**src/rtl/conv_mac_pipe.sv**
```systemverilog
// rtl/conv_mac_pipe.sv - pipelined signed/unsigned multiply-accumulate with first/last burst tagging
module conv_mac_pipe #(
    parameter int ID         = 1,
    parameter int NUM_STAGE  = 3,
    parameter int din0_WIDTH = 8,
    parameter int din1_WIDTH = 21,
    parameter int dout_WIDTH = 32,
    parameter int SIGNED     = 0
) (
    input  logic                  clk,
    input  logic                  reset,
    input  logic                  ce,
    input  logic                  in_valid,
    input  logic                  in_first,
    input  logic                  in_last,
    input  logic [din0_WIDTH-1:0] din0,
    input  logic [din1_WIDTH-1:0] din1,
    output logic [dout_WIDTH-1:0] dout,
    output logic                  out_valid
);

    localparam int PW = din0_WIDTH + din1_WIDTH;

    generate
        if (dout_WIDTH < PW || NUM_STAGE < 1) begin : g_bad_cfg
            $fatal(1, "conv_mac_pipe: dout_WIDTH must be >= din0_WIDTH+din1_WIDTH and NUM_STAGE >= 1");
        end
    endgenerate

    logic unused_id;
    assign unused_id = ^ID;

    // Multiplying operands already extended to dout_WIDTH yields the extended product modulo 2^dout_WIDTH.
    logic                  ext0, ext1;
    logic [dout_WIDTH-1:0] a_x, b_x, p_ext;

    assign ext0  = (SIGNED != 0) & din0[din0_WIDTH-1];
    assign ext1  = (SIGNED != 0) & din1[din1_WIDTH-1];
    assign a_x   = {{(dout_WIDTH-din0_WIDTH){ext0}}, din0};
    assign b_x   = {{(dout_WIDTH-din1_WIDTH){ext1}}, din1};
    assign p_ext = a_x * b_x;

    logic [dout_WIDTH-1:0] f_p;
    logic                  f_v, f_f, f_l;

    generate
        if (NUM_STAGE == 1) begin : g_comb
            assign f_p = p_ext;
            assign f_v = in_valid;
            assign f_f = in_valid & in_first;
            assign f_l = in_valid & in_last;
        end else begin : g_pipe
            logic [dout_WIDTH-1:0] pr [NUM_STAGE-1];
            logic                  vr [NUM_STAGE-1];
            logic                  fr [NUM_STAGE-1];
            logic                  lr [NUM_STAGE-1];

            // Bubbles enter with first/last cleared so they can never disturb the accumulator.
            always_ff @(posedge clk or posedge reset) begin
                if (reset) begin
                    for (int i = 0; i < NUM_STAGE-1; i++) begin
                        pr[i] <= '0;
                        vr[i] <= 1'b0;
                        fr[i] <= 1'b0;
                        lr[i] <= 1'b0;
                    end
                end else if (ce) begin
                    pr[0] <= p_ext;
                    vr[0] <= in_valid;
                    fr[0] <= in_valid & in_first;
                    lr[0] <= in_valid & in_last;
                    for (int i = 1; i < NUM_STAGE-1; i++) begin
                        pr[i] <= pr[i-1];
                        vr[i] <= vr[i-1];
                        fr[i] <= fr[i-1];
                        lr[i] <= lr[i-1];
                    end
                end
            end

            assign f_p = pr[NUM_STAGE-2];
            assign f_v = vr[NUM_STAGE-2];
            assign f_f = fr[NUM_STAGE-2];
            assign f_l = lr[NUM_STAGE-2];
        end
    endgenerate

    logic [dout_WIDTH-1:0] acc, acc_next;

    assign acc_next = f_f ? f_p : acc + f_p;

    always_ff @(posedge clk or posedge reset) begin
        if (reset) begin
            acc       <= '0;
            dout      <= '0;
            out_valid <= 1'b0;
        end else if (ce) begin
            out_valid <= 1'b0;
            if (f_v) begin
                acc <= acc_next;
                if (f_l) begin
                    dout      <= acc_next;
                    out_valid <= 1'b1;
                end
            end
        end
    end

endmodule

```
**config.mk**
```make
export PLATFORM = sky130hd
export DESIGN_NAME = conv_mac_pipe
export DESIGN_NICKNAME = d
export VERILOG_FILES = /design/src/rtl/conv_mac_pipe.sv
export SDC_FILE = /design/constraint.sdc
export NUM_CORES = 1
export LEC_CHECK = 0
export BUFFER_PORTS_ARGS = -buffer_cell sky130_fd_sc_hd__buf_2
export CAP_MARGIN = 20
export CORE_ASPECT_RATIO = 0.9
export CORE_MARGIN = 1
export CORE_UTILIZATION = 63
export CTS_CLUSTER_DIAMETER = 50
export DETAILED_ROUTE_END_ITERATION = 6
export GPL_ROUTABILITY_DRIVEN = 1
export PLACE_DENSITY = 0.82
export SETUP_SLACK_MARGIN = 0.5
export SYNTH_ARGS = -nofsm -noshare
export SYNTH_HDL_FRONTEND = slang
export SYNTH_SLANG_ARGS = --single-unit
```
**constraint.sdc**
```tcl
create_clock -name clk -period 5.1 [get_ports clk]
set_clock_uncertainty 0.2 [all_clocks]
set_input_delay 1.02 -clock clk [delete_from_list [all_inputs] [get_ports clk]]
set_output_delay 1.02 -clock clk [all_outputs]
set_load 0.01 [all_outputs]
```
Word level (Yosys, flattened, before mapping)
Cells that the tools add are included.
- add/sub/neg operators: 1
- multipliers: 1
- muxes and demuxes: 3
- bitwise gates (word level): 2
- reductions and logical operators: 2
- operator list (cell ; count):
    32-bit adder ; 1
    32-bit two-way mux ; 1
    8-bit by 21-bit multiplier with 29-bit output ; 1
    3-bit AND reduction ; 1
    1-bit AND ; 2
    1-bit two-way mux ; 2
    2-bit AND reduction ; 1
- register bits after elaboration: 135
- output and inout bits: 33
- word-level logic and storage cells: 20

Depth between registers and ports, before layout
- depth after elaboration: 2
- gate-level depth with buffers: 20
- depth with buffers taken out: 19

Worst setup path before layout
No wires, ideal clock.
- path kind: input to register
- start point: input din0[7]
- end point: register g_pipe.pr[60] in the netlist's numbering
- setup time: 0.135 ns
- arrival time: 5.254 ns
- setup slack: -0.490 ns
- stages: 18
- cells stage by stage: clkbuf_1 -> and2_1 -> fa_1 -> fa_1 -> fa_1 -> inv_1 -> fa_1 -> inv_1 -> ha_1 -> a21oi_1 -> nand3_1 -> o21ai_0 -> nor3_1 -> nor2b_1 -> a31oi_1 -> a221oi_1 -> xnor2_1 -> a21oi_1
- cells in the longest elaborated chain, start to end: 1
- RTL lines (what ; line ; source):
    start: declaration ; 16 ; input logic [din0_WIDTH-1:0] din0,
    8-bit by 21-bit multiplier with 29-bit output ; 41 ; assign p_ext = a_x * b_x;
    end signal: indexed assignment ; 73 ; pr[i] <= pr[i-1];
    end: declaration ; 53 ; logic [dout_WIDTH-1:0] pr [NUM_STAGE-1];
No other way between the ends.
A chain may end at the register's enable or synchronous reset.

Final worst setup path
- start point: input din0[4]
- end point: register g_pipe.pr[53] in the netlist's numbering
Same word-level chain as after synthesis.

==> out/qor.csv <==
stage;metric;value;unit
synthesis;ys_seq_elements;129;
setup_path;crit_buf_inv;4;
floorplanning;fp.coreArea;17800;um^2
clock_tree;clock_latency;0.43;ns
global_routing;grt_pass1_wl;46500;um
sta;maxSlewHeadroom;35.2;%
pwr;ir_drop;0.434;mV
layout;nets;1612;
sta;whs;0.271;ns
setup_path;crit_path_cell_trace;buf_8 -> nand2_1 -> fa_1 -> inv_1 -> fa_1 -> fa_1 -> inv_1 -> fa_1 -> inv_2 -> ha_4 -> o21ai_2 -> nand2b_1 -> a21oi_2 -> a311o_1 -> a21oi_2 -> o311a_4 -> a31oi_4 -> xnor2_2 -> mux2_4;
clock_tree;clock-sinks;129;
clock_tree;root_buffer;clkbuf_16;
synthesis;ys_seq_area_share;27.9;%
drt;wl_per_cell;19.7;um
clock_tree;clockBufferDepth;2;
layout;antennaDiodeCount;0;
clock_tree;htree_levels;4;
synthesis;syn-instance-count;1222;
placement;hpwlAfterDp;19200;um
drt;via_count;9888;
placement;postPlaceCellArea;13000;um^2
floorplanning;die_h;131;um
sta;setup_ws;-0.213;ns
clock_tree;cts_made_buffers;17;
setup_path;crit_path_start_kind;input port;
placement;preCtsSetupSlack;-0.630;ns
floorplanning;die_area;18900;um^2
job;cap_violations;0;
global_routing;grt_pass1_vias;10043;
global_routing;grt_max_degree;83;
pwr;powerDensity;697;nW/um^2
floorplanning;initial_core_util;65.1;%
setup_path;slowest_delay;0.53;ns
layout;postLayoutCellArea;14600;um^2
setup_path;path_depth;19;
drt;drtIter0Drc;825;
layout;drive_gt1_share;28.4;%
drt;antenna_left;0;
sta;final_max_slew_viol_count;0;
sta;setup_viol;10;
setup_path;cp_slowest_cell;fa_1;
layout;utilization;81.9;%
setup_path;worst_ep_arrival_time;5.43;ns
drt;avgViaCountPerCell;6.04;
synthesis;synth_edf_count;0;
global_routing;antenna_found_initial;0;
synthesis;synth_nets;1450;
synthesis;ys_types;61;
placement;globalplace.congestion;0.873;
sta;worst_pin_slew;0.968;ns
setup_path;required;5.21;ns
outcome;violations;DRC, setup timing;
layout;layout_commonest_cell;nand2_1;
setup_path;crit_type;input port to register;
synthesis;syn_area;11600;um^2
placement;io_buffers;67;
clock_tree;clkTransAtPathRegs;0.06;ns
sta;period_minus_slack;5.31;ns
setup_path;path_common_cell;fa_1;
drt;firstDrtPassIters;7;
global_routing;overflow;0;
global_routing;grt.total_usage;30.7;%
pwr;leakagePower;7.07;nW
synthesis;ys_async_sr_fraction;100;%
layout;syn2layout_area_growth;25.8;%
setup_path;rr_worst_depth;12;
synthesis;yosys_warnings;0;
min_path;hold_depth;2;
outcome;run_status;complete, but fails checks;
synthesis;dominantRegCellSynth;dfrtp_1;
min_path;min_path_type;register to register;
drt;routed_wl;32300;um
layout;mostFrequentLayoutCells;138 x nand2_1, 128 x dfrtp_1, 120 x inv_1, 110 x fa_1, 107 x buf_4;
synthesis;synth.avg_cell_area;9.48;um^2
drt;route.detailed.drc;1;
clock_tree;cts_hold_buffers;0;
sta;rsz0062_at_grt;true;
floorplanning;pin_count;68;
sta;hold_violations;0;
setup_path;end_kind;register;
setup_path;worstPathMaxFanout;13;
floorplanning;row_count;46;
clock_tree;cts_tree;yes;
floorplanning;die_w;145;um
setup_path;cp_top_family;adder cells;
sta;post-route-period-util;104;%
sta;max_clock_freq;188;MHz
==> worst paths after layout <==
check / slack [ns] / to / startpoint
setup / recovery: -0.21 / g_pipe.pr[53] / din0[4]
hold reg to reg: 0.27 / dout[29] / dout[29]
max in group asynchronous: 3.21 / acc[30] / reset
min in group asynchronous: 0.58 / dout[2] / reset
setup reg to reg: 1.57 / acc[30] / f_p[0]
hold / removal: 0.27 / dout[29] / dout[29]
==> flip-flops by register name, summed over array words and instances (netlist names) <==
register   cells
dout          32
f_p           29
f_l            1
g_pipe.fr      1
g_pipe.lr      1
g_pipe.vr      1
out_valid      1
f_f            1
g_pipe.pr     29
acc           32
f_v            1
==> Yosys cell counts, types with 2 or more instances <==
master | instances | share of area (%)
a21boi_0 | 2 | 0.13
ha_1 | 78 | 8.4
nand3_1 | 14 | 0.60
o2111ai_1 | 3 | 0.23
and4_1 | 2 | 0.15
nand4_1 | 7 | 0.38
o22ai_1 | 3 | 0.16
o311ai_0 | 2 | 0.15
a221oi_1 | 2 | 0.15
nor2b_1 | 11 | 0.59
dfrtp_1 | 129 | 28
o31ai_1 | 6 | 0.39
nand2b_1 | 7 | 0.38
nand2_1 | 145 | 4.7
nor2_1 | 46 | 1.5
o21bai_1 | 4 | 0.26
xor2_1 | 19 | 1.4
buf_1 | 4 | 0.13
a21oi_1 | 62 | 2.7
and2_1 | 123 | 6.6
a31oi_1 | 12 | 0.65
mux2_2 | 53 | 5.2
inv_1 | 131 | 4.2
xnor2_1 | 28 | 2.1
mux2i_1 | 8 | 0.69
o21ai_1 | 4 | 0.17
o21a_1 | 5 | 0.32
a21o_1 | 22 | 1.4
nor3_1 | 11 | 0.48
a211o_1 | 2 | 0.15
and3_1 | 4 | 0.22
fa_1 | 115 | 20
o21ai_0 | 83 | 3.6
a211oi_1 | 3 | 0.19
clkbuf_1 | 45 | 1.5
a32oi_1 | 2 | 0.15
==> kinds of logic (layout without fill, tap and decap cells) <==
| kind of cell | count (synthesis) | after routing | share of synthesized area (%) |
|---|---|---|---|
| adder cells (fa/ha/maj) | 193 | 193 | 28.3 |
| flip-flops | 129 | 129 | 27.9 |
| AO/OA/AOI/OAI | 234 | 234 | 12.4 |
| multiplexers | 61 | 61 | 5.84 |
| AND/OR/NAND/NOR | 376 | 376 | 16.0 |
| XOR/XNOR | 47 | 47 | 3.55 |
| buffers and inverters | 182 | 357 | 5.99 |
==> through the flow <==
stage,TNS (ns),std cells,power [mW]
CTS,0,1620,9.12
global placement,-5.00,1580,7.16
finish,-1.12,1637,10.2
floorplan,-0.847,1222,5.74
detailed placement,-6.53,1580,7.41
global route,-2.17,1637,10.8
==> where the power goes <==
part	leakage, nW	switching, mW	internal (mW)	total [mW]
logic	5.21	3.74	3.26	7.00
registers	1.57	0.338	1.50	1.83
clock network	0.296	0.496	0.822	1.32
==> repair_timing <==
item,CTS,global route
pin swaps,37,32
endpoints found under the setup margin,17,20
cloned,1,4
gates resized for setup,62,90
buffers inserted,7,12
==> routing by layer <==
| metal | wire, um | global-route usage, % |
|---|---|---|
| met1 | 12100 | 36.4 |
| met5 | 0 | 0 |
| met2 | 16500 | 56.9 |
| met3 | 1890 | 4.13 |
| met4 | 1780 | 12.6 |
==> final cells by class <==
class | instances | area, um^2
clock buffer | 17 | 425
clock inverter | 15 | 208
fill | 898 | 3210
inverter | 131 | 495
multi-input combinational | 911 | 8320
sequential | 129 | 3230
tap | 240 | 300
timing repair buffer | 194 | 1600
==> worst min-delay path, cell delays in order (launching register included) <==
cell and delay (ns):
dfrtp_1 0.33, nand2_1 0.05, o31ai_1 0.05
Note: power is estimated with default switching activity, not from simulation.
